[src/rtl/multiplier.sv]
// Shift-add reconstruction unit: dividend = quotientin * divisorin + remainderin over up to eight add/shift steps.
// Optional MULTIPLIER_EARLY_EXIT_EN ends RUN as soon as no multiplier bits remain.
module multiplier (
   input  logic        clk,
   input  logic        reset,
   input  logic [7:0]  quotientin,
   input  logic [6:0]  divisorin,
   input  logic [6:0]  remainderin,
   input  logic        start,
   output logic [14:0] dividend,
   output logic        valid,
   output logic        err
);

   typedef enum logic [1:0] {IDLE, RUN, DONE} state_e;

   state_e      state_q, state_d;
   logic [14:0] acc_q, acc_d;
   logic [14:0] mcand_q, mcand_d;
   logic [7:0]  mplier_q, mplier_d;
   logic [2:0]  count_q, count_d;
   logic        err_next_q, err_next_d;
   logic [14:0] dividend_q, dividend_d;
   logic        err_q, err_d;
   logic        valid_q, valid_d;
   logic        last_step;

`ifdef MULTIPLIER_EARLY_EXIT_EN
   assign last_step = (count_q == 3'd7) || (mplier_q[7:1] == 7'd0);
`else
   assign last_step = (count_q == 3'd7);
`endif

   // NOTE: sequential state uses non-blocking assignments only; all next values come from the comb block.
   always_ff @(posedge clk) begin
      if (reset) begin
         state_q    <= IDLE;
         acc_q      <= '0;
         mcand_q    <= '0;
         mplier_q   <= '0;
         count_q    <= '0;
         err_next_q <= 1'b0;
         dividend_q <= '0;
         err_q      <= 1'b0;
         valid_q    <= 1'b0;
      end else begin
         state_q    <= state_d;
         acc_q      <= acc_d;
         mcand_q    <= mcand_d;
         mplier_q   <= mplier_d;
         count_q    <= count_d;
         err_next_q <= err_next_d;
         dividend_q <= dividend_d;
         err_q      <= err_d;
         valid_q    <= valid_d;
      end
   end

   // NOTE: every signal gets a hold default first, so no path through this block infers a latch.
   always_comb begin
      state_d    = state_q;
      acc_d      = acc_q;
      mcand_d    = mcand_q;
      mplier_d   = mplier_q;
      count_d    = count_q;
      err_next_d = err_next_q;
      dividend_d = dividend_q;
      err_d      = err_q;
      valid_d    = valid_q;
      unique case (state_q)
         IDLE, DONE: begin
            if (start) begin
               acc_d      = {8'b0, remainderin};
               mcand_d    = {8'b0, divisorin};
               mplier_d   = quotientin;
               count_d    = 3'd0;
               err_next_d = (remainderin >= divisorin);
               valid_d    = 1'b0;
               state_d    = RUN;
            end
         end
         RUN: begin
            // Maximum 255*127+126 fits in 15 bits, so the sum never wraps.
            if (mplier_q[0]) acc_d = acc_q + mcand_q;
            mcand_d  = mcand_q << 1;
            mplier_d = mplier_q >> 1;
            count_d  = count_q + 3'd1;
            if (last_step) begin
               dividend_d = acc_d;
               err_d      = err_next_q;
               valid_d    = 1'b1;
               state_d    = DONE;
            end
         end
         default: state_d = IDLE;
      endcase
   end

   always_comb begin
      dividend = dividend_q;
      err      = err_q;
      valid    = valid_q;
   end

endmodule

[config.mk]
export PLATFORM = sky130hd
export DESIGN_NAME = multiplier
export DESIGN_NICKNAME = d
export VERILOG_FILES = /design/src/rtl/multiplier.sv
export SDC_FILE = /design/constraint.sdc
export NUM_CORES = 1
export LEC_CHECK = 0
export CORE_MARGIN = 2
export CORE_UTILIZATION = 47
export DETAILED_ROUTE_END_ITERATION = 12
export GPL_ROUTABILITY_DRIVEN = 0
export PLACE_DENSITY = 0.69
export SLEW_MARGIN = 20
export SYNTH_ARGS = -nofsm -noshare
export SYNTH_HDL_FRONTEND = slang
export SYNTH_SLANG_ARGS = --single-unit
[constraint.sdc]
create_clock -name clk -period 2.7 [get_ports clk]
set_clock_uncertainty 0.1 [all_clocks]
set_input_delay 0.81 -clock clk [delete_from_list [all_inputs] [get_ports clk]]
set_output_delay 0.81 -clock clk [all_outputs]
set_load 0.02 [all_outputs]
# Word level (Yosys, flattened, before mapping)
# Cells that the tools add are included.
op_classes:
  n_lt_le_gt_ge: 1
  n_eq_ne: 5
  add_sub_neg: 2
  n_mux: 15
  n_reduce_logical: 8
op_table:
  columns: ["cell", "count"]
  rows:
  - ["15-bit case mux with 2 select lines", 2]
  - ["15-bit two-way mux", 3]
  - ["8-bit case mux with 2 select lines", 1]
  - ["15-bit adder", 1]
  - ["8-bit two-way mux", 1]
  - ["2-bit AND reduction", 4]
  - ["7-bit greater-or-equal comparator", 1]
  - ["3-bit case mux with 2 select lines", 1]
  - ["2-bit two-way mux", 2]
  - ["2-bit inequality test, second input constant", 2]
  - ["2-bit case mux with 2 select lines", 1]
  - ["3-bit by 1-bit adder with 3-bit output, second input constant", 1]
  - ["3-bit == test, second input constant", 1]
  - ["3-bit two-way mux", 1]
  - ["3-bit AND reduction", 1]
  - ["2-bit by 1-bit == test with 1-bit output, second input constant", 1]
  - ["2-bit == test, second input constant", 1]
  - ["2-bit zero test", 1]
  - ["1-bit two-way mux", 2]
  - ["1-bit case mux with 2 select lines", 1]
  - ["2-bit nonzero test", 1]
  - ["2-bit OR reduction", 1]
word_totals:
  word_cells: 40
  out_inout_bits: 17
  reg_bits: 61

# Longest topological paths before layout
depth:
  ltp_word: 4
  mapped_depth: 9
  depth_no_buf: 9

# Least setup slack after synthesis
# No wires, ideal clock.
synth_timing:
  kind: "register -> register"
  from: "register acc_q[0]"
  to: "register dividend_q[14], in the netlist dividend[14]"
  setup_ns: 0.091
  path_buffers: 0
  path_stages_with_launch: 10
  t_arrival_ns: 2.253
  path_slack_ns: 0.257
  cell_sequence: "dfxtp_1 ha_1 inv_1 fa_1 and2b_1 o31ai_4 a21oi_2 o41ai_1 or4_1 a311oi_1"
synth_between:
  elab_chain_cells: 2
synth_rtl:
  columns: ["element", "line_no", "text"]
  rows:
  - ["from (decl)", "18", "logic [14:0] acc_q, acc_d;"]
  - ["from (signal assigned)", "38", "acc_q <= '0;"]
  - ["from (signal assigned)", "48", "acc_q <= acc_d;"]
  - ["15-bit adder", "84", "if (mplier_q[0]) acc_d = acc_q + mcand_q;"]
  - ["15-bit two-way mux", "84", null]
  - ["to (signal assigned)", "53", "dividend_q <= dividend_d;"]
  - ["to (decl)", "23", "logic [14:0] dividend_q, dividend_d;"]
# Every way passes these cells.
# A chain may end at the register's enable or synchronous reset.

# Final worst setup path
layout_timing:
  from: "register mcand_q[0]"
  to: "register dividend_q[14], in the netlist dividend[14]"
layout_between:
  elab_chain_cells: 2
layout_rtl:
  columns: ["element", "line_no", "text"]
  rows:
  - ["from (decl)", "19", "logic [14:0] mcand_q, mcand_d;"]
  - ["from (signal assigned)", "49", "mcand_q <= mcand_d;"]
  - ["15-bit adder", "84", null]
  - ["15-bit two-way mux", "84", null]
# Every way passes these cells.

==> results.txt <==
vias in the first global route - 2925
Setup CP Type - reg -> reg
fill count - 640
unrepaired setup endpoints after global routing - true
Tightest Hold Check Type - reg -> reg
Std-Cell Rows - 30
core footprint - 6832 um^2
Post-Synthesis Cells - 405
crit path DAT - 2810 ps
Leak - 1.584 nW
critical path capture point type - flop
total power - 2.105 mW
post-synth cell types - 49
root buf cell - clkbuf_8
min Tclk post-route - 2639 ps
total power per unit cell area - 512.6 nW/um^2
Clock Latency Late Sink - 360 ps
layout cell share with drive strength beyond 1 - 10.24%
drc violations - 0
global route overflow - 0
starting density of the core - 48.61%
CTS tree - yes
die width - 88.06 um
Iter 0 DRT Violations - 138
mapped cell area - 3321 um^2
Fin. Hold Viols - 0
Post-DP HPWL - 5932 um
Synth Register Bits - 61
GRT Util Overall - 24.07%
# clock sinks - 61
first-pass GRT wire length - 14210 um
Final setup viols - 0
total negative setup slack - 0 ps
Worst EP required - 2870 ps
Vias - 3127
Clock Tree Buf Depth - 2
CP peak stage delay - 420 ps
fin. max-slew vios - 0
max_cap viols - 0
nets - 493
hold_ws - 352.7 ps
worst-path maximum fanout - 4
Slew HR - 30.73%
Worst VDD drop - 0.3383 mV
critical path's slowest cell - or4_1
remaining antenna violation count - 0
DIE HEIGHT - 88.06 um
H-Tree Depth - 3
initial antenna violation count - 0
status - finished, final reports clean
IO Count - 42
largest net degree at the start of global routing - 47
area grow syn2layout - 23.62%
routed wire length per instance - 15.65 um
post-synthesis sequential area ratio - 36.77%
Worst R2R Path Depth - 9
vias per cell - 5.738
critical path launch point type - flop
Syn Nets - 454
final wirelength - 8527 um
fin crit share - 97.76%
ANT cells - 0
Post-synth EDFFs - 0
I/O Buffers - 41
Top FF cell, synth - dfxtp_1
Post-synth ARST share - 0%
Avg Cell Area, Syn - 8.199 um^2
Die Area - 7754 um^2
fmax - 378.9 MHz
hold path depth - 2
Cell Chain, Critical Path - ha_4 > inv_2 > fa_2 > and2b_2 > o31ai_4 > a21oi_2 > a41o_1 > or4_1 > a311oi_2
Worst-path clk slew - 70 ps
YS warnings - 0
cts hold-fix bufs - 0
total CTS buffers - 9
Slew @ Worst Pin - 1035 ps
drt first pass iters - 4
-- per-layer routing --
| metal | GRT usage [%] | up-vias | wire (um) | share of wire [%] |
|---|---|---|---|---|
| met2 | 38.50 | 101 | 3849 | 45 |
| met3 | 6.032 | 19 | 601 | 7.0 |
| li1 | - | 1561 | - | - |
| met1 | 31.08 | 1446 | 3874 | 45 |
| met5 | 0 | - | 0 | 0 |
| met4 | 9.917 | 0 | 202 | 2.4 |
-- stage by stage --
| step | setup WS, ps | util, % | area, um^2 | std cells |
|---|---|---|---|---|
| floorplan | 256.5 | - | 3321 | 405 |
| global placement | 8.036 | 56.15 | 3836 | 527 |
| detailed placement | -70.26 | 56.15 | 3836 | 527 |
| CTS | 1.024 | 59.10 | 4038 | 543 |
| global route | -37.14 | 60.09 | 4105 | 545 |
| finish | 60.54 | 60.09 | 4105 | 545 |
-- state kept, by name, summed over array words and instances (netlist names) --
| register | count |
|---|---|
| acc_q | 15 |
| count_q | 3 |
| dividend | 15 |
| err | 1 |
| err_next_q | 1 |
| mcand_q | 15 |
| mplier_q | 8 |
| state_q | 2 |
| valid | 1 |
-- Yosys cell counts, types with 5 or more instances --
cell type / number / area (um^2)
dfxtp_1: 61 / 1221
nor2_1: 50 / 187.7
nand2_1: 45 / 168.9
a21oi_1: 25 / 125.1
clkbuf_1: 23 / 86.33
ha_1: 23 / 287.8
o21ai_0: 19 / 95.09
a311oi_1: 18 / 157.7
inv_1: 15 / 56.30
a22oi_1: 14 / 105.1
a211oi_1: 10 / 75.07
a21o_1: 9 / 67.56
nand3_1: 9 / 45.04
nor3_1: 7 / 35.03
a31oi_1: 5 / 31.28
mux2i_1: 5 / 50.05
nand2b_1: 5 / 31.28
nand4_1: 5 / 31.28
nor2b_1: 5 / 31.28
-- path summary, 6_finish.rpt --
path | start | slack, ps | end
worst max-delay path | mcand_q[0] | 60 | dividend[14]
worst min-delay path | dividend[1] | 350 | dividend[1]
worst max register to register | mcand_q[0] | 60 | dividend[14]
worst min register to register | dividend[1] | 350 | dividend[1]
-- repair_timing --
item | in CTS | in global routing
setup endpoints to repair | 1 | 2
pin swaps | 0 | 5
gates resized for setup | 1 | 12
setup buffers | 0 | 2
endpoints found under the hold margin | 0 | 0
-- layout make-up --
class,instances,area [um^2],area share (%)
Sequential cell,61,1226,29.87
Clock inverter,6,62.56,1.524
Inverter,16,60.06,1.463
Multi-Input combinational cell,302,1991,48.49
Clock buffer,10,137.6,3.353
Timing Repair Buffer,54,508.0,12.37
Tap cell,96,120.1,2.926
-- power breakdown --
group / switching [mW] / internal [mW] / leakage, nW
registers: 0.0284 / 0.935 / 0.498
clock network: 0.388 / 0.447 / 0.0943
logic: 0.179 / 0.127 / 0.992
total: 0.596 / 1.51 / 1.58
-- layout by cell type (no fill, tap or decap), types with 4 or more instances in the layout --
| cell type | n |
|---|---|
| clkdlybuf4s50_1 | 41 |
| mux2i_1 | 5 |
| a21o_1 | 9 |
| clkbuf_8 | 10 |
| nor2b_1 | 5 |
| nor2_1 | 50 |
| a311oi_1 | 17 |
| o21ai_0 | 19 |
| a21oi_1 | 25 |
| inv_1 | 14 |
| dfxtp_1 | 59 |
| nand2b_1 | 5 |
| a22oi_1 | 14 |
| buf_4 | 13 |
| o21a_1 | 4 |
| nand4_1 | 5 |
| nand2_1 | 45 |
| ha_1 | 22 |
| nor3_1 | 7 |
| nand3_1 | 9 |
| a211oi_1 | 10 |
| o31ai_1 | 4 |
| a31oi_1 | 5 |
-- critical path, delay by kind of cell, from the launching register on --
family,cells,cell delay (ps)
compound gates,4,1000
fa+ha+maj,2,360
buf+inv,1,60
flops,1,360
simple gates,2,670
-- logic make-up after synthesis --
family	count (synthesis)	synth area share [%]
and+or+nand+nor	142	19.59
AOI/OAI and AO/OA	126	26.79
DFF	61	36.77
buffers and inverters	42	4.747
adders and majority gates	24	9.269
xor gates and xnor gates	5	1.319
muxes	5	1.507
No activity file was read; power rests on OpenSTA's default activity.
